**src/rtl/bridge_reg_bank.sv**
```systemverilog
// Bank of NUM_REGS 32-bit configuration registers on the APF bridge with per-bit write masks,
// optional shadow buffering with atomic commit/discard, registered read data and change pulses.
module bridge_reg_bank #(
    parameter logic [31:0]            BASE_ADDR    = 32'h0010_0000,
    parameter int                     NUM_REGS     = 4,
    parameter logic [NUM_REGS*32-1:0] RESET_VALUES = '0,
    parameter logic [NUM_REGS*32-1:0] WRITE_MASKS  = '1,
    parameter logic [NUM_REGS-1:0]    SHADOWED     = '0
) (
    input  logic                     clk,
    input  logic                     reset_n,
    input  logic [31:0]              bridge_addr,
    input  logic                     bridge_wr,
    input  logic [31:0]              bridge_wr_data,
    input  logic                     bridge_rd,
    output logic [31:0]              bridge_rd_data,
    output logic                     selected,
    input  logic                     apply_strobe,
    output logic [NUM_REGS*32-1:0]   regs_out,
    output logic [NUM_REGS-1:0]      changed,
    output logic [NUM_REGS-1:0]      pending
);

    localparam int IW = (NUM_REGS > 1) ? $clog2(NUM_REGS) : 1;

    logic [31:0]         offset;
    logic [31:0]         word_idx;
    logic [IW-1:0]       reg_idx;
    logic                hit;
    logic                data_hit;
    logic                ctrl_hit;
    logic                ctrl_wr;
    logic                commit;
    logic                discard;

    logic [31:0]         active_q [NUM_REGS];
    logic [31:0]         active_d [NUM_REGS];
    logic [31:0]         shadow_q [NUM_REGS];
    logic [31:0]         shadow_d [NUM_REGS];
    logic [NUM_REGS-1:0] pending_q, pending_d;
    logic [NUM_REGS-1:0] changed_q, changed_d;
    logic [31:0]         rd_data_q, rd_data_d;
    logic                selected_q;

    // The strobe only qualifies reads upstream; read data here is produced every cycle.
    logic unused_rd;
    assign unused_rd = bridge_rd;

    // Unsigned wrap-around makes addresses below BASE_ADDR land far out of range.
    assign offset   = bridge_addr - BASE_ADDR;
    assign word_idx = {2'b00, offset[31:2]};
    assign hit      = (offset[1:0] == 2'b00) && (word_idx <= 32'(NUM_REGS));
    assign data_hit = hit && (word_idx <  32'(NUM_REGS));
    assign ctrl_hit = hit && (word_idx == 32'(NUM_REGS));
    assign reg_idx  = word_idx[IW-1:0];

    assign ctrl_wr  = bridge_wr && ctrl_hit;
    assign commit   = apply_strobe || (ctrl_wr && bridge_wr_data[0]);
    assign discard  = ctrl_wr && bridge_wr_data[1] && !commit;

    function automatic logic [31:0] masked_value(input int idx, input logic [31:0] data);
        return (data & WRITE_MASKS[32*idx +: 32]) |
               (RESET_VALUES[32*idx +: 32] & ~WRITE_MASKS[32*idx +: 32]);
    endfunction

    // NOTE: every signal gets a default at the top of the block so no path leaves it unassigned,
    // which would otherwise infer a latch.
    always_comb begin
        active_d  = active_q;
        shadow_d  = shadow_q;
        pending_d = pending_q;
        changed_d = '0;
        for (int i = 0; i < NUM_REGS; i++) begin
            if (SHADOWED[i]) begin
                // Commit and discard act on the old shadow; a same-cycle write then re-arms pending.
                if (commit && pending_q[i]) begin
                    active_d[i]  = shadow_q[i];
                    pending_d[i] = 1'b0;
                end else if (discard && pending_q[i]) begin
                    shadow_d[i]  = active_q[i];
                    pending_d[i] = 1'b0;
                end
                if (bridge_wr && data_hit && (reg_idx == IW'(i))) begin
                    shadow_d[i]  = masked_value(i, bridge_wr_data);
                    pending_d[i] = 1'b1;
                end
            end else if (bridge_wr && data_hit && (reg_idx == IW'(i))) begin
                active_d[i] = masked_value(i, bridge_wr_data);
            end
            changed_d[i] = (active_d[i] != active_q[i]);
        end
    end

    always_comb begin
        rd_data_d = '0;
        if (data_hit) begin
            rd_data_d = SHADOWED[reg_idx] ? shadow_q[reg_idx] : active_q[reg_idx];
        end else if (ctrl_hit) begin
            rd_data_d = 32'(pending_q);
        end
    end

    // NOTE: the register arrays are flip-flops holding architectural state, not RAM, so they are
    // reset along with everything else; a RAM would be left without reset.
    always_ff @(posedge clk or negedge reset_n) begin
        if (!reset_n) begin
            for (int i = 0; i < NUM_REGS; i++) begin
                active_q[i] <= RESET_VALUES[32*i +: 32];
                shadow_q[i] <= RESET_VALUES[32*i +: 32];
            end
            pending_q  <= '0;
            changed_q  <= '0;
            rd_data_q  <= '0;
            selected_q <= 1'b0;
        end else begin
            active_q   <= active_d;
            shadow_q   <= shadow_d;
            pending_q  <= pending_d;
            changed_q  <= changed_d;
            rd_data_q  <= rd_data_d;
            selected_q <= hit;
        end
    end

    for (genvar g = 0; g < NUM_REGS; g++) begin : g_regs_out
        assign regs_out[32*g +: 32] = active_q[g];
    end

    assign changed        = changed_q;
    assign pending        = pending_q;
    assign bridge_rd_data = rd_data_q;
    assign selected       = selected_q;

endmodule

```
**config.mk**
```make
export PLATFORM = sky130hd
export DESIGN_NAME = bridge_reg_bank
export DESIGN_NICKNAME = d
export VERILOG_FILES = /design/src/rtl/bridge_reg_bank.sv
export SDC_FILE = /design/constraint.sdc
export NUM_CORES = 1
export LEC_CHECK = 0
export BUFFER_PORTS_ARGS = -buffer_cell sky130_fd_sc_hd__buf_2
export CORE_MARGIN = 8
export CORE_UTILIZATION = 57
export CTS_CLUSTER_DIAMETER = 30
export CTS_CLUSTER_SIZE = 8
export DETAILED_ROUTE_END_ITERATION = 12
export GPL_ROUTABILITY_DRIVEN = 1
export GPL_TIMING_DRIVEN = 0
export PLACE_DENSITY = 0.85
export SYNTH_ARGS = -nofsm -noshare
export SYNTH_HDL_FRONTEND = slang
export SYNTH_SLANG_ARGS = --single-unit
```
**constraint.sdc**
```tcl
create_clock -name clk -period 2.6 [get_ports clk]
set_clock_uncertainty 0.15 [all_clocks]
set_input_delay 0 -clock clk [delete_from_list [all_inputs] [get_ports clk]]
set_output_delay 0 -clock clk [all_outputs]
set_load 0.02 [all_outputs]
```
==> flow_metrics.py, run 1 <==
metrics = {
    "grt": {
        "grt_pass1_wl_um": 44960,
        "grt_overflow_total": 0,
        "grt_pass1_vias": 7099,
        "grtUsageTotal_pct": 30.12,
        "grt_max_degree": 88,
        "antenna_found_initial": 0,
    },
    "setup_path": {
        "reg2reg_depth": 4,
        "cp.arrival_ps": 2590,
        "cp_max_fo": 10,
        "cp-startpoint": "bridge_addr[30]",
        "rr_endpoint": "changed[3]",
        "rrSetupSlack_ps": 590,
        "crit_path_end_kind": "flip-flop",
        "worstPathRequired_ps": 2770,
        "path_class": "in -> reg",
        "cp-start-kind": "input pin",
        "endpoint": "regs_out[115]",
        "r2r-start": "regs_out[98]",
    },
    "clock_tree": {
        "cts_tree": "built",
        "cts_max_path_buffers": 2,
        "clk_pin_slew_ps": 70,
        "clock_sinks": 165,
        "clock_latency_ps": 440,
        "ctsRootBufferMaster": "clkbuf_16",
        "h-tree-depth": 4,
        "cts_buffers": 17,
    },
    "pwr": {
        "vdd_drop_max_v": 0.0004745,
        "power_w": 0.005467,
        "p_per_area_nw_per_um2": 486.6,
        "power.leakage_nw": 5.832,
    },
    "synthesis": {
        "synth-main-ff-cell": "dfrtp_1",
        "synth_seq_area_share_pct": 45.66,
        "yosysWarnings": 0,
        "synth_area_leader_cell": "dfrtp_1",
        "synth_cells": 662,
        "synth_cell_types": 38,
        "synth_area_per_cell_um2": 13.66,
        "synth-edff-count": 0,
        "synth_commonest_cells": "dfrtp_1, mux2_4, xnor2_1",
        "synth_top_area_share_pct": 45.66,
        "syn_area_um2": 9042,
        "yosys-top-cells-area": "dfrtp_1, mux2_4, xnor2_1",
        "ys_ff_latch": 165,
        "yosysMostFrequentCell": "dfrtp_1",
        "ys_async_sr_fraction_pct": 100.0,
    },
    "outcome": {
        "status": "finished with violations",
        "violations": "hold timing",
    },
    "placement": {
        "place_inst": 1078,
        "routabilityCongestion": 0.9560,
        "dp_hpwl_um": 21620,
        "port_buffers": 196,
    },
    "drt": {
        "firstDrtPassIters": 5,
        "wl_per_cell_um": 26.02,
        "drc": 0,
        "viasPerCell": 5.867,
        "routed_wl_um": 29740,
        "via_count": 6706,
        "ant_nets": 0,
        "drt_iter0_markers": 641,
    },
    "sta": {
        "slew_headroom_pct": 25.22,
        "rsz0062_at_grt": "no",
        "fin_hold_ws_ps": -22.72,
        "tightest_slew_ps": 1122,
        "timing.final.crit_share_pct": 93.09,
        "max_freq_ghz": 0.4132,
        "min_period_ps": 2420,
        "setup_viol": 0,
        "final-hold-violation-count": 20,
        "slew_viol_final": 0,
    },
    "floorplan": {
        "core.rowCount": 46,
        "dieHeight_um": 142.0,
        "core_um2": 15710,
        "fp.dieArea_um2": 20150,
        "die_w_um": 142.0,
        "io_pins": 238,
        "initial_core_util_pct": 57.55,
    },
    "final_layout": {
        "nets": 984,
        "final_cells": 1143,
        "area_growth_pct": 24.26,
        "antenna_cells": 0,
        "drive_gt1_share_pct": 43.47,
    },
    "hold_path": {
        "hold_path_class": "in -> async",
    },
    "job": {
        "drv_cap": 0,
    },
}
## sequential cells by signal (all words and copies together) (netlist names)
signal	flops
selected	1
bridge_rd_data	32
changed	4
regs_out	128
## timing repair
item | 4_1_cts | 5_1_grt
endpoints found under the setup margin | 0 | 0
gates resized for setup | 0 | 0
endpoints found under the hold margin | 272 | 0
setup buffers | 0 | 0
hold buffers | 34 | 0
## cell usage in the layout (no fill, tap or decap), drive strengths merged, types with 5 or more instances in the layout
cell type / synthesis / routed
o22ai: 15 / 15
dlygate4sd3: 0 / 34
nand4: 20 / 20
dfrtp: 165 / 165
clkinv: 0 / 5
o2111ai: 6 / 6
inv: 38 / 43
nor3b: 32 / 32
nor4: 21 / 21
mux4: 32 / 32
nor2b: 6 / 6
xnor2: 85 / 85
mux2i: 14 / 14
mux2: 114 / 114
nand2b: 6 / 6
clkbuf: 42 / 59
buf: 23 / 220
xor2: 14 / 14
## logic make-up after synthesis
logic type	share of synthesized area (%)
AO/OA/AOI/OAI	3.556
XOR/XNOR	9.589
buffers and inverters	5.770
flip-flops	45.66
multiplexers	27.95
other	0.04147
AND/OR/NAND/NOR	7.431
## how the worst min path moves through the flow
stage                     cells past startpoint  slack (ps)                  to
final                                         2         -20  bridge_rd_data[20]
after global routing                          2          10        regs_out[16]
after CTS                                     2         0.4  bridge_rd_data[20]
after detailed placement                      1        -130  bridge_rd_data[15]
after global placement                        3         280        regs_out[25]
after floorplan                               0        -450   bridge_rd_data[0]
## stage by stage
step	instance area, µm²	TNS (ps)	utilization [%]	setup slack [ps]
after floorplan	9054	0	-	512.4
after global placement	10300	-183870	65.58	-1125
after detailed placement	10340	0	65.82	171.0
after CTS	11240	0	71.51	186.6
after global routing	11240	0	71.51	90.55
final	11240	0	71.51	179.6
## final cells by class
type | count | area (µm²)
clock inverters | 14 | 127.6
plain buffers | 65 | 379.1
inverters | 38 | 142.6
repair buffers | 231 | 1359
fillers | 1062 | 4477
clock buffers | 17 | 425.4
flip-flops and latches | 165 | 4129
well taps | 216 | 270.3
multi-input cells | 397 | 4403
## layer usage
layer	GRT usage, %	vias to the layer above	part of all wire, %
li1	-	2861	-
met1	38.99	3398	39
met2	46.84	372	47
met3	8.118	75	9.3
met4	13.17	0	3.8
met5	0	-	0
## critical path, stage by stage
cell and delay [ps]:
dlygate4sd3_1 530, buf_2 130, nor4_4 310, dlygate4sd3_1 690
o2111ai_2 310, buf_6 290, mux2_4 310
## where the power goes
part | switching [W] | internal [W] | leakage, nW
clock | 0.00111 | 0.00132 | 0.268
sequential | 0.0000000000278 | 0.00257 | 2.23
combinational | 0.000288 | 0.000175 | 3.33
total | 0.00140 | 0.00406 | 5.83
No activity file was read; power rests on OpenSTA's default activity.
==> inputs of run 2 (changes only) <==
--- a/config.mk
+++ b/config.mk
@@ -13,7 +13,8 @@
 export DETAILED_ROUTE_END_ITERATION = 12
 export GPL_ROUTABILITY_DRIVEN = 1
 export GPL_TIMING_DRIVEN = 0
-export PLACE_DENSITY = 0.85
+export PLACE_DENSITY = 0.87
+export SLEW_MARGIN = 20
 export SYNTH_ARGS = -nofsm -noshare
 export SYNTH_HDL_FRONTEND = slang
 export SYNTH_SLANG_ARGS = --single-unit
==> run 2 against run 1 <==
Net effect:
- clock power is 7% higher
- core utilization is 0.45 points higher
- the run now ends clean
- critical path depth stayed put
- final cell count is 0.26% higher
- combinational power hardly changed
- first-iteration DRC count is 3.9% higher
- fmax is 2.7% lower
- sequential power hardly changed
- flip-flop and latch count stayed put
- worst setup slack worse by 67 ps
- largest cell class unchanged
==> flow_metrics.py, run 2 (synthesized netlist as in run 1, its figures left out) <==
metrics = {
    "outcome": {
        "status": "finished, final reports clean",
    },
    "grt": {
        "grt_overflow_total": 0,
        "grt_max_degree": 92,
        "grt_pass1_wl_um": 44220,
        "antenna_found_initial": 0,
        "grtUsageTotal_pct": 29.62,
        "grt_pass1_vias": 7154,
    },
    "floorplan": {
        "fp.dieArea_um2": 20150,
        "core.rowCount": 46,
        "core_um2": 15710,
        "dieHeight_um": 142.0,
        "io_pins": 238,
        "initial_core_util_pct": 57.55,
        "die_w_um": 142.0,
    },
    "pwr": {
        "intPower_w": 0.004209,
        "comb_power_share_pct": 8.3,
        "seqPwrFrac_pct": 45.5,
        "p_per_area_nw_per_um2": 498.9,
        "power.leakage_nw": 5.863,
        "p_sw_w": 0.001431,
        "swShare_pct": 25.37,
        "clkPwrFrac_pct": 46.3,
        "vdd_drop_max_v": 0.0004798,
    },
    "setup_path": {
        "crit_slowest_cell": "dlygate4sd3_1",
        "cp-start-kind": "input pin",
        "crit_path_end_kind": "flip-flop",
        "worstPathRequired_ps": 2770,
        "path_cells": "dlygate4sd3_1, buf_2, nor4_4, dlygate4sd3_1, o2111ai_2, buf_6, mux2_4",
        "crit_top_cell": "dlygate4sd3_1",
        "cp_max_fo": 10,
        "max_stage_delay_ps": 700,
        "cp.arrival_ps": 2660,
        "crit_family": "buffers and inverters",
        "path_class": "in -> reg",
        "rrSetupSlack_ps": 620,
        "path_buf_inv": 4,
    },
    "drt": {
        "via_count": 6851,
        "drt_iter0_markers": 666,
        "routed_wl_um": 29630,
        "drc": 0,
        "viasPerCell": 5.978,
        "firstDrtPassIters": 5,
        "wl_per_cell_um": 25.86,
        "ant_nets": 0,
    },
    "job": {
        "drv_cap": 0,
    },
    "final_layout": {
        "final_cell_mix": "buf_2, dfrtp_1, mux2_4",
        "drive_gt1_share_pct": 43.55,
        "largest_reg_flops": 128,
        "antenna_cells": 0,
        "nets": 986,
        "final_common_cell": "buf_2",
        "area_growth_pct": 25.03,
    },
    "clock_tree": {
        "clk_pin_slew_ps": 70,
        "h-tree-depth": 4,
        "clock_latency_ps": 430,
        "clock_sinks": 165,
        "cts_tree": "built",
        "cts_resized": 0,
        "cts_max_path_buffers": 2,
        "ctsRootBufferMaster": "clkbuf_16",
        "cts_buffers": 17,
    },
    "placement": {
        "port_buffers": 196,
        "routabilityCongestion": 0.9854,
        "dp_hpwl_um": 21460,
    },
    "sta": {
        "max_freq_ghz": 0.4020,
        "tightest_slew_ps": 1028,
        "fin_tns_setup_ps": 0,
        "final-hold-violation-count": 0,
        "min_period_ps": 2487,
        "timing.final.crit_share_pct": 95.67,
        "setup_viol": 0,
        "fin_hold_ws_ps": 23.98,
        "slew_headroom_pct": 31.45,
        "slew_viol_final": 0,
        "rsz0062_at_grt": "no",
    },
    "hold_path": {
        "hold_path_class": "in -> reg",
    },
}
run 2: cell count changes in the layout (fill, tap and decap cells not counted), sizes merged:
cell | previous run | this run
clkinv | 5 | 3
inv | 43 | 44
bufinv | 1 | 2
clkbuf | 59 | 60
dlygate4sd3 | 34 | 36
run 2: routing by layer:
layer / part of all wire (%) / GRT usage [%] / up-vias / wire length [µm]
met1: 40 / 37.36 / 3511 / 11730
li1: - / - / 2872 / -
met5: 0 / 0 / - / 0
met3: 9.2 / 7.950 / 76 / 2718
met4: 3.6 / 13.34 / 0 / 1079
met2: 48 / 47.04 / 392 / 14110
run 2: worst paths after layout:
kind	startpoint	to	cells past startpoint
worst max register to register	regs_out[98]	changed[3]	4
worst min register to register	regs_out[78]	regs_out[78]	1
worst min-delay path	bridge_wr_data[7]	regs_out[39]	2
min in group asynchronous	reset_n	regs_out[85]	3
worst max-delay path	bridge_addr[30]	regs_out[46]	7
max in group asynchronous	reset_n	regs_out[111]	4
run 2: per-stage QoR:
stage / setup WS (ps) / util (%) / total power (W) / std cells / cell area, µm²
final: 112.5 / 71.95 / 0.005640 / 1146 / 11310
after global routing: 76.49 / 71.95 / 0.005778 / 1146 / 11310
after CTS: 202.3 / 71.95 / 0.005631 / 1146 / 11300
after detailed placement: 172.6 / 65.82 / 0.003028 / 1078 / 10340
after global placement: -1059 / 65.58 / 0.003014 / 1077 / 10300
after floorplan: 512.4 / - / 0.002852 / 665 / 9054
run 2: layout make-up:
class | count | area, µm²
clock inverter | 14 | 162.7
timing repair buffer | 233 | 1379
tap | 216 | 270.3
fill | 1030 | 4407
buffer | 65 | 380.4
sequential | 165 | 4129
inverter | 38 | 142.6
multi-input combinational | 397 | 4403
clock buffer | 18 | 439.2
run 2: power by group through the flow:
stage / clock [W] / combinational (W) / sequential (W)
global route: 0.00272 / 0.000496 / 0.00256
floorplan: 0 / 0.000237 / 0.00262
detailed placement: 0 / 0.000413 / 0.00261
global placement: 0 / 0.000399 / 0.00262
finish: 0.00261 / 0.000465 / 0.00257
CTS: 0.00261 / 0.000459 / 0.00257
run 2: what timing repair did:
item	CTS	global route
buffers inserted	0	0
hold buffers	36	0
endpoints found under the setup margin	0	0
hold endpoints to repair	273	0
run 2: worst register-to-register path: stages (launching register included):
cell	delay, ps
dfrtp_1	430
xnor2_1	380
nand4_1	220
nor4_1	450
a41oi_1	190
